### config.mk
export PLATFORM = sky130hd
export DESIGN_NAME = signed_mul_arbiter_flat
export DESIGN_NICKNAME = d
export VERILOG_FILES = /design/src/rtl/signed_mul_arbiter_if.sv /design/src/rtl/signed_mul_arbiter.sv /design/src/flat_wrapper.sv
export SDC_FILE = /design/constraint.sdc
export NUM_CORES = 1
export LEC_CHECK = 0
export BUFFER_PORTS_ARGS = -buffer_cell sky130_fd_sc_hd__buf_2
export CAP_MARGIN = 40
export CORE_MARGIN = 4
export CORE_UTILIZATION = 50
export DETAILED_ROUTE_END_ITERATION = 8
export PLACE_DENSITY_LB_ADDON = 0.15
export SLEW_MARGIN = 20
export SYNTH_ARGS = -nofsm -noshare
export SYNTH_HDL_FRONTEND = slang
export SYNTH_SLANG_ARGS = --single-unit
### constraint.sdc
create_clock -name clk -period 3 [get_ports clk]
set_input_delay 0.15 -clock clk [delete_from_list [all_inputs] [get_ports clk]]
set_output_delay 0.15 -clock clk [all_outputs]
set_load 0.005 [all_outputs]
### src/rtl/signed_mul_arbiter_if.sv
// rtl/signed_mul_arbiter_if.sv - requester, response and shared-multiplier signals of signed_mul_arbiter
interface signed_mul_arbiter_if #(
  parameter int W = 4
);
  logic           req0_valid;
  logic [W-1:0]   req0_a;
  logic [W-1:0]   req0_b;
  logic           req0_ready;
  logic           req1_valid;
  logic [W-1:0]   req1_a;
  logic [W-1:0]   req1_b;
  logic           req1_ready;
  logic           rsp_valid;
  logic           rsp_id;
  logic [2*W-1:0] rsp_prod;
  logic           rsp_ready;
  logic [W-1:0]   mul_a;
  logic [W-1:0]   mul_b;
  logic           mul_rst;
  logic [2*W-1:0] mul_prod;
  logic           busy;

  modport slave (
    input  req0_valid, req0_a, req0_b, req1_valid, req1_a, req1_b, rsp_ready, mul_prod,
    output req0_ready, req1_ready, rsp_valid, rsp_id, rsp_prod, mul_a, mul_b, mul_rst, busy
  );

  modport master (
    output req0_valid, req0_a, req0_b, req1_valid, req1_a, req1_b, rsp_ready, mul_prod,
    input  req0_ready, req1_ready, rsp_valid, rsp_id, rsp_prod, mul_a, mul_b, mul_rst, busy
  );
endinterface

### src/rtl/signed_mul_arbiter.sv
// rtl/signed_mul_arbiter.sv - round-robin sequencer sharing one unsigned multiplier for signed products
module signed_mul_arbiter #(
  parameter int W       = 4,
  parameter int MUL_LAT = 1
) (
  input logic                 clk,
  input logic                 rst,
  signed_mul_arbiter_if.slave bus
);
  typedef enum logic [2:0] {IDLE, MAG, MUL, FIX, RESP} state_t;

  localparam logic [3:0]     LAT   = 4'(MUL_LAT);
  localparam logic [W-1:0]   ONE_W = W'(1);
  localparam logic [2*W-1:0] ONE_P = (2*W)'(1);

  state_t         state, state_nxt;
  logic           last;
  logic           id_r;
  logic           sign;
  logic [W-1:0]   a_r, b_r;
  logic [W-1:0]   mag_a, mag_b;
  logic [3:0]     cnt;
  logic [2*W-1:0] p;
  logic [2*W-1:0] prod_r;
  logic           grant0, grant1, accept;

  // On a tie the requester that did not win last time is granted.
  assign grant0 = bus.req0_valid & (~bus.req1_valid | last);
  assign grant1 = bus.req1_valid & (~bus.req0_valid | ~last);
  assign accept = (state == IDLE) & ~rst & (grant0 | grant1);

  always_ff @(posedge clk) begin
    if (rst) state <= IDLE;
    else     state <= state_nxt;
  end

  always_comb begin
    state_nxt = state;
    case (state)
      IDLE:    if (accept) state_nxt = MAG;
      MAG:     state_nxt = MUL;
      MUL:     if (cnt == 4'd1) state_nxt = FIX;
      FIX:     state_nxt = RESP;
      RESP:    if (bus.rsp_ready) state_nxt = IDLE;
      default: state_nxt = IDLE;
    endcase
  end

  always_ff @(posedge clk) begin
    if (rst) begin
      last   <= 1'b1;
      id_r   <= 1'b0;
      sign   <= 1'b0;
      a_r    <= '0;
      b_r    <= '0;
      mag_a  <= '0;
      mag_b  <= '0;
      cnt    <= '0;
      p      <= '0;
      prod_r <= '0;
    end else begin
      case (state)
        IDLE: if (accept) begin
          a_r  <= grant0 ? bus.req0_a : bus.req1_a;
          b_r  <= grant0 ? bus.req0_b : bus.req1_b;
          id_r <= grant1;
          last <= grant1;
        end
        MAG: begin
          // The most negative operand negates to itself, which is its correct unsigned magnitude.
          mag_a <= a_r[W-1] ? (~a_r + ONE_W) : a_r;
          mag_b <= b_r[W-1] ? (~b_r + ONE_W) : b_r;
          sign  <= a_r[W-1] ^ b_r[W-1];
          cnt   <= LAT;
        end
        MUL: begin
          cnt <= cnt - 4'd1;
          if (cnt == 4'd1) p <= bus.mul_prod;
        end
        FIX:     prod_r <= sign ? (~p + ONE_P) : p;
        default: ;
      endcase
    end
  end

  assign bus.req0_ready = (state == IDLE) & ~rst & grant0;
  assign bus.req1_ready = (state == IDLE) & ~rst & grant1;
  assign bus.rsp_valid  = (state == RESP);
  assign bus.rsp_id     = id_r;
  assign bus.rsp_prod   = prod_r;
  assign bus.mul_a      = (state == MUL) ? mag_a : '0;
  assign bus.mul_b      = (state == MUL) ? mag_b : '0;
  assign bus.mul_rst    = rst | (state != MUL);
  assign bus.busy       = (state != IDLE);
endmodule
### src/flat_wrapper.sv
// flat-port wrapper written by rule: the top's interface ports become plain ports
module signed_mul_arbiter_flat 
#(
  parameter int W       = 4,
  parameter int MUL_LAT = 1
)
  (clk, rst, bus_req0_valid, bus_req0_a, bus_req0_b, bus_req1_valid, bus_req1_a, bus_req1_b, bus_rsp_ready, bus_mul_prod, bus_req0_ready, bus_req1_ready, bus_rsp_valid, bus_rsp_id, bus_rsp_prod, bus_mul_a, bus_mul_b, bus_mul_rst, bus_busy);
  signed_mul_arbiter_if #(.W(W)) bus_i ();
  input logic clk;
  input logic rst;
  input wire logic [$bits(bus_i.req0_valid)-1:0] bus_req0_valid;
  input wire logic [$bits(bus_i.req0_a)-1:0] bus_req0_a;
  input wire logic [$bits(bus_i.req0_b)-1:0] bus_req0_b;
  input wire logic [$bits(bus_i.req1_valid)-1:0] bus_req1_valid;
  input wire logic [$bits(bus_i.req1_a)-1:0] bus_req1_a;
  input wire logic [$bits(bus_i.req1_b)-1:0] bus_req1_b;
  input wire logic [$bits(bus_i.rsp_ready)-1:0] bus_rsp_ready;
  input wire logic [$bits(bus_i.mul_prod)-1:0] bus_mul_prod;
  output wire logic [$bits(bus_i.req0_ready)-1:0] bus_req0_ready;
  output wire logic [$bits(bus_i.req1_ready)-1:0] bus_req1_ready;
  output wire logic [$bits(bus_i.rsp_valid)-1:0] bus_rsp_valid;
  output wire logic [$bits(bus_i.rsp_id)-1:0] bus_rsp_id;
  output wire logic [$bits(bus_i.rsp_prod)-1:0] bus_rsp_prod;
  output wire logic [$bits(bus_i.mul_a)-1:0] bus_mul_a;
  output wire logic [$bits(bus_i.mul_b)-1:0] bus_mul_b;
  output wire logic [$bits(bus_i.mul_rst)-1:0] bus_mul_rst;
  output wire logic [$bits(bus_i.busy)-1:0] bus_busy;
  assign bus_i.req0_valid = bus_req0_valid;
  assign bus_i.req0_a = bus_req0_a;
  assign bus_i.req0_b = bus_req0_b;
  assign bus_i.req1_valid = bus_req1_valid;
  assign bus_i.req1_a = bus_req1_a;
  assign bus_i.req1_b = bus_req1_b;
  assign bus_i.rsp_ready = bus_rsp_ready;
  assign bus_i.mul_prod = bus_mul_prod;
  assign bus_req0_ready = bus_i.req0_ready;
  assign bus_req1_ready = bus_i.req1_ready;
  assign bus_rsp_valid = bus_i.rsp_valid;
  assign bus_rsp_id = bus_i.rsp_id;
  assign bus_rsp_prod = bus_i.rsp_prod;
  assign bus_mul_a = bus_i.mul_a;
  assign bus_mul_b = bus_i.mul_b;
  assign bus_mul_rst = bus_i.mul_rst;
  assign bus_busy = bus_i.busy;
  signed_mul_arbiter #(.W(W), .MUL_LAT(MUL_LAT)) u_core (.clk(clk), .rst(rst), .bus(bus_i));
endmodule
==> metrics.md, run 1 <==
| Metric | Value |
|---|---|
| DR WL/cell | `between 10 and 15 um` |
| CTS H-Tree Depth | `2` |
| Compound-Gate Fraction of Synth Area | `12.4%` |
| Cts hold-fix bufs | `0` |
| TritonCTS Sinks | `42` |
| Post-CTS setup buffer count | `0` |
| Final setup vio count | `0` |
| Root buf cell | `clkbuf_8` |
| Critical path peak fanout | `16` |
| GRT overflow | `0` |
| CTS buffer count | `5` |
| Largest family of logic cells by synthesized area | `simple AND/OR/NAND/NOR gates` |
| Leak Pwr | `approximately 1.0 nW` |
| Layout Nets | `302` |
| Worst path required time | `3.21 ns` |
| Worst slew pin tran | `roughly 0.6 ns` |
| Post-DP Area | `approximately 2300 um2` |
| Initial antenna violation count | `0` |
| Adder-Cell Fraction of Synth Area | `3.09%` |
| Chip width | `71.7 um` |
| WS Path Type | `reg2reg` |
| Finished Layout Cells | `roughly 320` |
| CTS tree | `built` |
| Core box area | `between 3000 and 4000 um2` |
| CP cell instances | `nor3_4 > inv_2 > nor3_4 > nor2_1 > a211oi_2` |
| Post-synthesis mux area share | `11.9%` |
| Max cap viols | `0` |
| Yosys top cell by area | `dfxtp_1` |
| Sequential share of the synthesized area | `41.5%` |
| Top post-synthesis cells by area | `dfxtp_1, mux2i_1, nor2_1` |
| Initial Util | `53.3%` |
| Synth Area per Inst | `9.12 um2` |
| Worst Clk Skew | `0.00623 ns` |
| Tightest Hold Check Type | `in2reg` |
| Setup TNS | `0 ns` |
| Die H | `71.7 um` |
| Fin. max-slew vios | `0` |
| Slowest CP cell | `nor3_4` |
| Fin. Hold Viols | `0` |
| Worst setup SP type | `flip-flop` |
| Setup WS pre-CTS | `1.30 ns` |
| Power share of the clock group | `~25%` |
| Most common cell after layout, fill and taps aside | `buf_2` |
| HPWL Detailed | `between 2 and 3 mm` |
| DRT Wirelength | `3.82 mm` |
| Layout cells sized above 1 | `25.8%` |
| Combinational share of power | `roughly a quarter` |
| Initial DRC Count | `a little over 80` |
| Share of the synthesized area in the top cell type | `between 40% and 50%` |
| Switching pwr | `407 uW` |
| Sw Ratio | `between 20% and 30%` |
| Status | `finished clean` |
| Final worst slack | `1.30 ns` |
| Slowest stage delay, CP | `0.52 ns` |
| Post-Syn Area | `2030 um2` |
| Most frequent cells in the layout | `buf_2, dfxtp_1, nor2_1, mux2i_1, a211oi_1` |
| Post-cts sizing count | `0` |
| Clock insertion delay at the later pin of the skew report | `0.29 ns` |
| Max Freq | `0.589 GHz` |
| Syn Nets | `256` |
| Simple-Gate Fraction of Synth Area | `about 20%` |
| Worst VDD drop | `0.272 mV` |
| I/O Buffers | `50` |
| Final Power | `1.37 mW` |
| PwrDens | `between 500 and 600 nW/um2` |
| ANT cells | `0` |
| Sequential Power Share | `50.0%` |
| Vias in the first global route | `1378` |
| Global-route wire length before repair | `6.29 mm` |
| Crit end category | `flip-flop` |
| RSZ-0062 raised after global routing | `false` |
| GR Util All Layers | `approximately 15%` |
| #FFs+latches synth | `42` |
| Dpl cells | `308` |
| Die area | `5130 um2` |
| Rows | `22` |
| Antenna-violating nets left | `0` |
| Worst rel slew slack | `approximately three fifths` |
| Post-Synthesis Cells | `around 220` |
| Xor-xnor portion of the synthesized cell area | `4.76%` |
| YS warnings | `0` |
| Clock transition at the registers of the reported paths | `0.07 ns` |
| I/O pins | `51` |
| Pint | `963 uW` |
| Fin util | `63.0%` |
| Share of the clock period used by the worst path | `56.5%` |
| Netlist cell types | `34` |
| GPL Wtd Cong | `0.779` |
| Largest net degree at the start of global routing | `47` |
| DR vias | `1607` |
| TritonRoute pass-1 iters | `4` |
| WP data arrival | `1.91 ns` |
| Area growth, synth to finish | `18.2%` |
| Fin crit period | `1.70 ns` |
| Final hold slack | `0.0896 ns` |
| Via density | `5.10` |
| Fin area | `2390 um2` |
| Clock buffer depth | `2` |
| DR DRC count | `0` |
| Crit-path most repeated cell | `nor3_4` |
-- cell type report --
type / count / area, um2
fill: 330 / 1400
clock buffer: 6 / 82.6
timing repair buffer: 54 / 300
inverter: 12 / 45.0
tap: 48 / 60.1
multi-input combinational: 153 / 1070
sequential: 42 / 841
-- cells in the mapped netlist (all sizes together) --
cell / number
a211oi: 21
a21boi: 3
a21oi: 6
a31oi: 2
and2: 8
and3b: 1
buf: 9
clkbuf: 6
dfxtp: 42
ha: 5
inv: 12
mux2i: 24
nand2: 3
nand2b: 1
nand3: 1
nand3b: 1
nor2: 40
nor2b: 3
nor3: 11
nor3b: 3
nor4: 2
nor4b: 2
o21ai: 2
o31ai: 1
or2: 1
or4: 1
xnor2: 8
xor2: 3
-- critical path, delay by kind of cell, from the launching register on --
kind            cells  cell delay [ns]
buf+inv             1             0.10
flops               1             0.40
simple gates        3             0.92
compound gates      1             0.20
-- kinds of logic after synthesis --
logic type,Yosys count
DFF,42
muxes,24
and+or+nand+nor,78
xor gates and xnor gates,11
adders and majority gates,5
buffers and inverters,27
AOI/OAI and AO/OA,35
-- registers in the layout, summed over array words and instances, names as in the netlist --
signal / cells
u_core.sign: 1
u_core.a_r: 4
u_core.p: 8
u_core.bus.rsp_prod: 8
u_core.mag_a: 4
u_core.cnt: 4
u_core.mag_b: 4
u_core.last: 1
u_core.b_r: 4
u_core.state: 3
u_core.bus.rsp_id: 1
-- path summary, 6_finish.rpt --
path | from | to | slack (ns) | depth (start not counted)
min reg2reg | u_core.cnt[3]$_SDFFE_PP0P_ | u_core.cnt[3]$_SDFFE_PP0P_ | 0.48 | 2
min | bus_mul_prod[5] | u_core.p[5]$_SDFFE_PP0P_ | 0.09 | 3
max | u_core.state[2]$_SDFFE_PP0P_ | u_core.a_r[0]$_SDFFE_PP0P_ | 1.30 | 5
max reg2reg | u_core.state[2]$_SDFFE_PP0P_ | u_core.a_r[0]$_SDFFE_PP0P_ | 1.30 | 5
-- power by group through the flow --
stage	Clock (mW)	Combinational [mW]	Sequential, mW
2_1_floorplan	0	0.282	0.671
3_3_place_gp	0	0.329	0.697
3_5_place_dp	0	0.337	0.698
4_1_cts	0.364	0.338	0.686
5_1_grt	0.391	0.382	0.697
6_report	0.347	0.337	0.685
-- metal layers --
layer,track usage [%],wire [um]
met4,5.64,53
met1,20.3,1880
met2,23.5,1660
met5,0,0
met3,5.19,232
Power figures use the tool's default switching activity.
==> run 2: changes to the inputs <==
--- a/config.mk
+++ b/config.mk
@@ -5,10 +5,11 @@
 export SDC_FILE = /design/constraint.sdc
 export NUM_CORES = 1
 export LEC_CHECK = 0
+export ABC_AREA = 1
 export BUFFER_PORTS_ARGS = -buffer_cell sky130_fd_sc_hd__buf_2
 export CAP_MARGIN = 40
 export CORE_MARGIN = 4
-export CORE_UTILIZATION = 50
+export CORE_UTILIZATION = 48
 export DETAILED_ROUTE_END_ITERATION = 8
 export PLACE_DENSITY_LB_ADDON = 0.15
 export SLEW_MARGIN = 20
==> constraint.sdc (replaced) <==
create_clock -name clk -period 1.4 [get_ports clk]
set_input_delay 0.07 -clock clk [delete_from_list [all_inputs] [get_ports clk]]
set_output_delay 0.07 -clock clk [all_outputs]
set_load 0.005 [all_outputs]
==> metrics.md, run 2 <==
| Metric | Value |
|---|---|
| Fin. Hold Viols | `0` |
| TritonCTS Sinks | `between 40 and 50` |
| Synth Area per Inst | `7.04 um2` |
| Top post-synthesis cells by area | `dfxtp_1, nand2_1, inv_1` |
| CP bufs+invs | `3` |
| Syn Nets | `329` |
| Post-Syn Area | `about 2100 um2` |
| I/O pins | `51` |
| DR WL/cell | `about 11 um` |
| Rows | `23` |
| Share of the clock period used by the worst path | `92.9%` |
| Post-synth EDFFs | `0` |
| Worst Clk Skew | `roughly 0.0040 ns` |
| Metal3 WL | `347 um` |
| TritonRoute pass-1 iters | `4` |
| Core box area | `about 4100 um2` |
| CTS buffer count | `5` |
| Crit end category | `primary output` |
| CP cell instances | `nor2_4 > nand3_2 > inv_1 > nand3_2 > inv_1 > buf_2` |
| Fin crit period | `1.30 ns` |
| Sequential share of the synthesized area | `between 40% and 50%` |
| DRT Wirelength | `4.48 mm` |
| Global-route wire length before repair | `approximately 7.5 mm` |
| Initial Util | `50.8%` |
| Met2 wire len | `1.91 mm` |
| GR Util All Layers | `~18%` |
| Most common cell after layout, fill and taps aside | `nand2_1` |
| Top Layer Used | `met4` |
| Worst slew pin tran | `0.259 ns` |
| Chip width | `roughly 74 um` |
| Final worst slack | `0.0990 ns` |
| Worst rel slew slack | `82.6%` |
| HPWL Detailed | `3.37 mm` |
| Status | `finished clean` |
| CTS H-Tree Depth | `2` |
| CTS tree | `built` |
| Reg2Reg Depth | `7` |
| Yosys top cell by area | `dfxtp_1` |
| Initial DRC Count | `117` |
| Share of the synthesized area in the top cell type | `about two fifths` |
| Most common cell in the netlist | `nand2_1` |
| Die H | `roughly 74 um` |
| Setup WS pre-CTS | `0.0570 ns` |
| Layout cells sized above 1 | `24.7%` |
| Final setup vio count | `0` |
| Worst setup SP type | `flip-flop` |
| Leak Pwr | `between 1 and 1.5 nW` |
| Area of the multi-input gates | `1010 um2` |
| #FFs+latches synth | `42` |
| Clock transition at the registers of the reported paths | `0.08 ns` |
| Vias in the first global route | `roughly 1700` |
| Hold Path Depth | `3` |
| Root buf cell | `clkbuf_8` |
| Largest net degree at the start of global routing | `29` |
| GPL Wtd Cong | `0.824` |
| Met1 wire length | `roughly 2.2 mm` |
| Main synth FF type | `dfxtp_1` |
| Clock buffer depth | `2` |
| YS warnings | `0` |
| I/O Buffers | `50` |
| Cts hold-fix bufs | `0` |
| Top post-synthesis cells by count | `nand2_1, inv_1, dfxtp_1` |
| ANT cells | `0` |
| Antenna-violating nets left | `0` |
| Fin. max-slew vios | `0` |
| Filler cell count in the final layout | `388` |
| DR vias | `around 1900` |
| Cell family with the largest share of critical-path delay | `flip-flops` |
| Post-Synthesis Cells | `295` |
| WS Path Type | `reg2out` |
| Netlist cell types | `29` |
| RSZ-0062 raised after global routing | `false` |
| WP data arrival | `1.23 ns` |
| Via density | `4.78` |
| Most frequent cells in the layout | `nand2_1, buf_2, inv_1, dfxtp_1, a21oi_1` |
| WP depth | `6` |
| Max cap viols | `0` |
| PwrDens | `1590 nW/um2` |
| Setup TNS | `0 ns` |
| Reg area | `roughly 840 um2` |
| Max Freq | `about 0.77 GHz` |
| Die area | `between 5000 and 6000 um2` |
| Slowest stage delay, CP | `roughly 0.34 ns` |
| Slowest CP cell | `dfxtp_2` |
| GRT overflow | `0` |
| Worst VDD drop | `0.859 mV` |
| Clock insertion delay at the later pin of the skew report | `0.29 ns` |
| Layout Nets | `approximately 390` |
| Initial antenna violation count | `0` |
| Area growth, synth to finish | `23.3%` |
| Worst path required time | `1.33 ns` |
| Critical path peak fanout | `4` |
| DR DRC count | `0` |
| Tightest Hold Check Type | `in2reg` |
| Asr flop ratio synth | `0%` |
-- run 2: worst min-delay path, stage by stage --
cell	delay, ns
buf_2	0.07
o21ai_0	0.07
a21oi_1	0.10
-- run 2: kinds of logic after synthesis --
family | Yosys count | share of synthesized area [%]
DFF | 42 | 40.5
and+or+nand+nor | 110 | 23.4
buffers and inverters | 61 | 12.1
xor gates and xnor gates | 6 | 2.53
adders and majority gates | 5 | 3.01
AOI/OAI and AO/OA | 71 | 18.4
-- run 2: metal layers --
| layer | GRT usage [%] | up-vias |
|---|---|---|
| met4 | 6.04 | 0 |
| met2 | 27.6 | 48 |
| met5 | 0 | - |
| li1 | - | 1046 |
| met1 | 23.5 | 824 |
| met3 | 4.65 | 2 |
-- run 2: final cells by class --
cell class                      instances  area share [%]
Multi-Input combinational cell        192            39.5
Sequential cell                        42            32.9
Timing Repair Buffer                   61            13.6
Inverter                               49            7.18
Clock buffer                            8            4.30
Tap cell                               50            2.44
-- run 2: worst paths after layout --
check	start	endpoint	slack, ns
worst max-delay path	u_core.state[0]$_SDFFE_PP0P_	bus_req1_ready	0.1
worst min-delay path	bus_mul_prod[3]	u_core.p[3]$_SDFFE_PP0P_	0.06
worst max register to register	u_core.cnt[1]$_SDFFE_PP0P_	u_core.p[1]$_SDFFE_PP0P_	0.13
worst min register to register	u_core.mag_b[0]$_SDFFE_PP0P_	u_core.mag_b[0]$_SDFFE_PP0P_	0.47
-- run 2: power breakdown --
group	total, mW	internal [mW]	switching, mW
logic	1.54	0.610	0.928
registers	1.64	1.46	0.183
clock network	0.884	0.498	0.387
-- run 2: timing repair --
action	4_1_cts	5_1_grt
gates resized for setup	2	8
setup buffers	0	2
setup endpoints to repair	9	17
pin swaps	0	3
-- run 2: per-stage QoR --
step	hold slack, ns	instance area, um2	cells	power, mW	util [%]
6_report	0.0575	2560	402	4.06	62.6
5_1_grt	0.0459	2560	402	4.39	62.6
4_1_cts	0.0492	2520	400	4.01	61.6
3_5_place_dp	0.355	2410	393	3.11	58.9
3_3_place_gp	0.345	2410	393	3.09	58.9
2_1_floorplan	0.259	2080	295	2.70	-
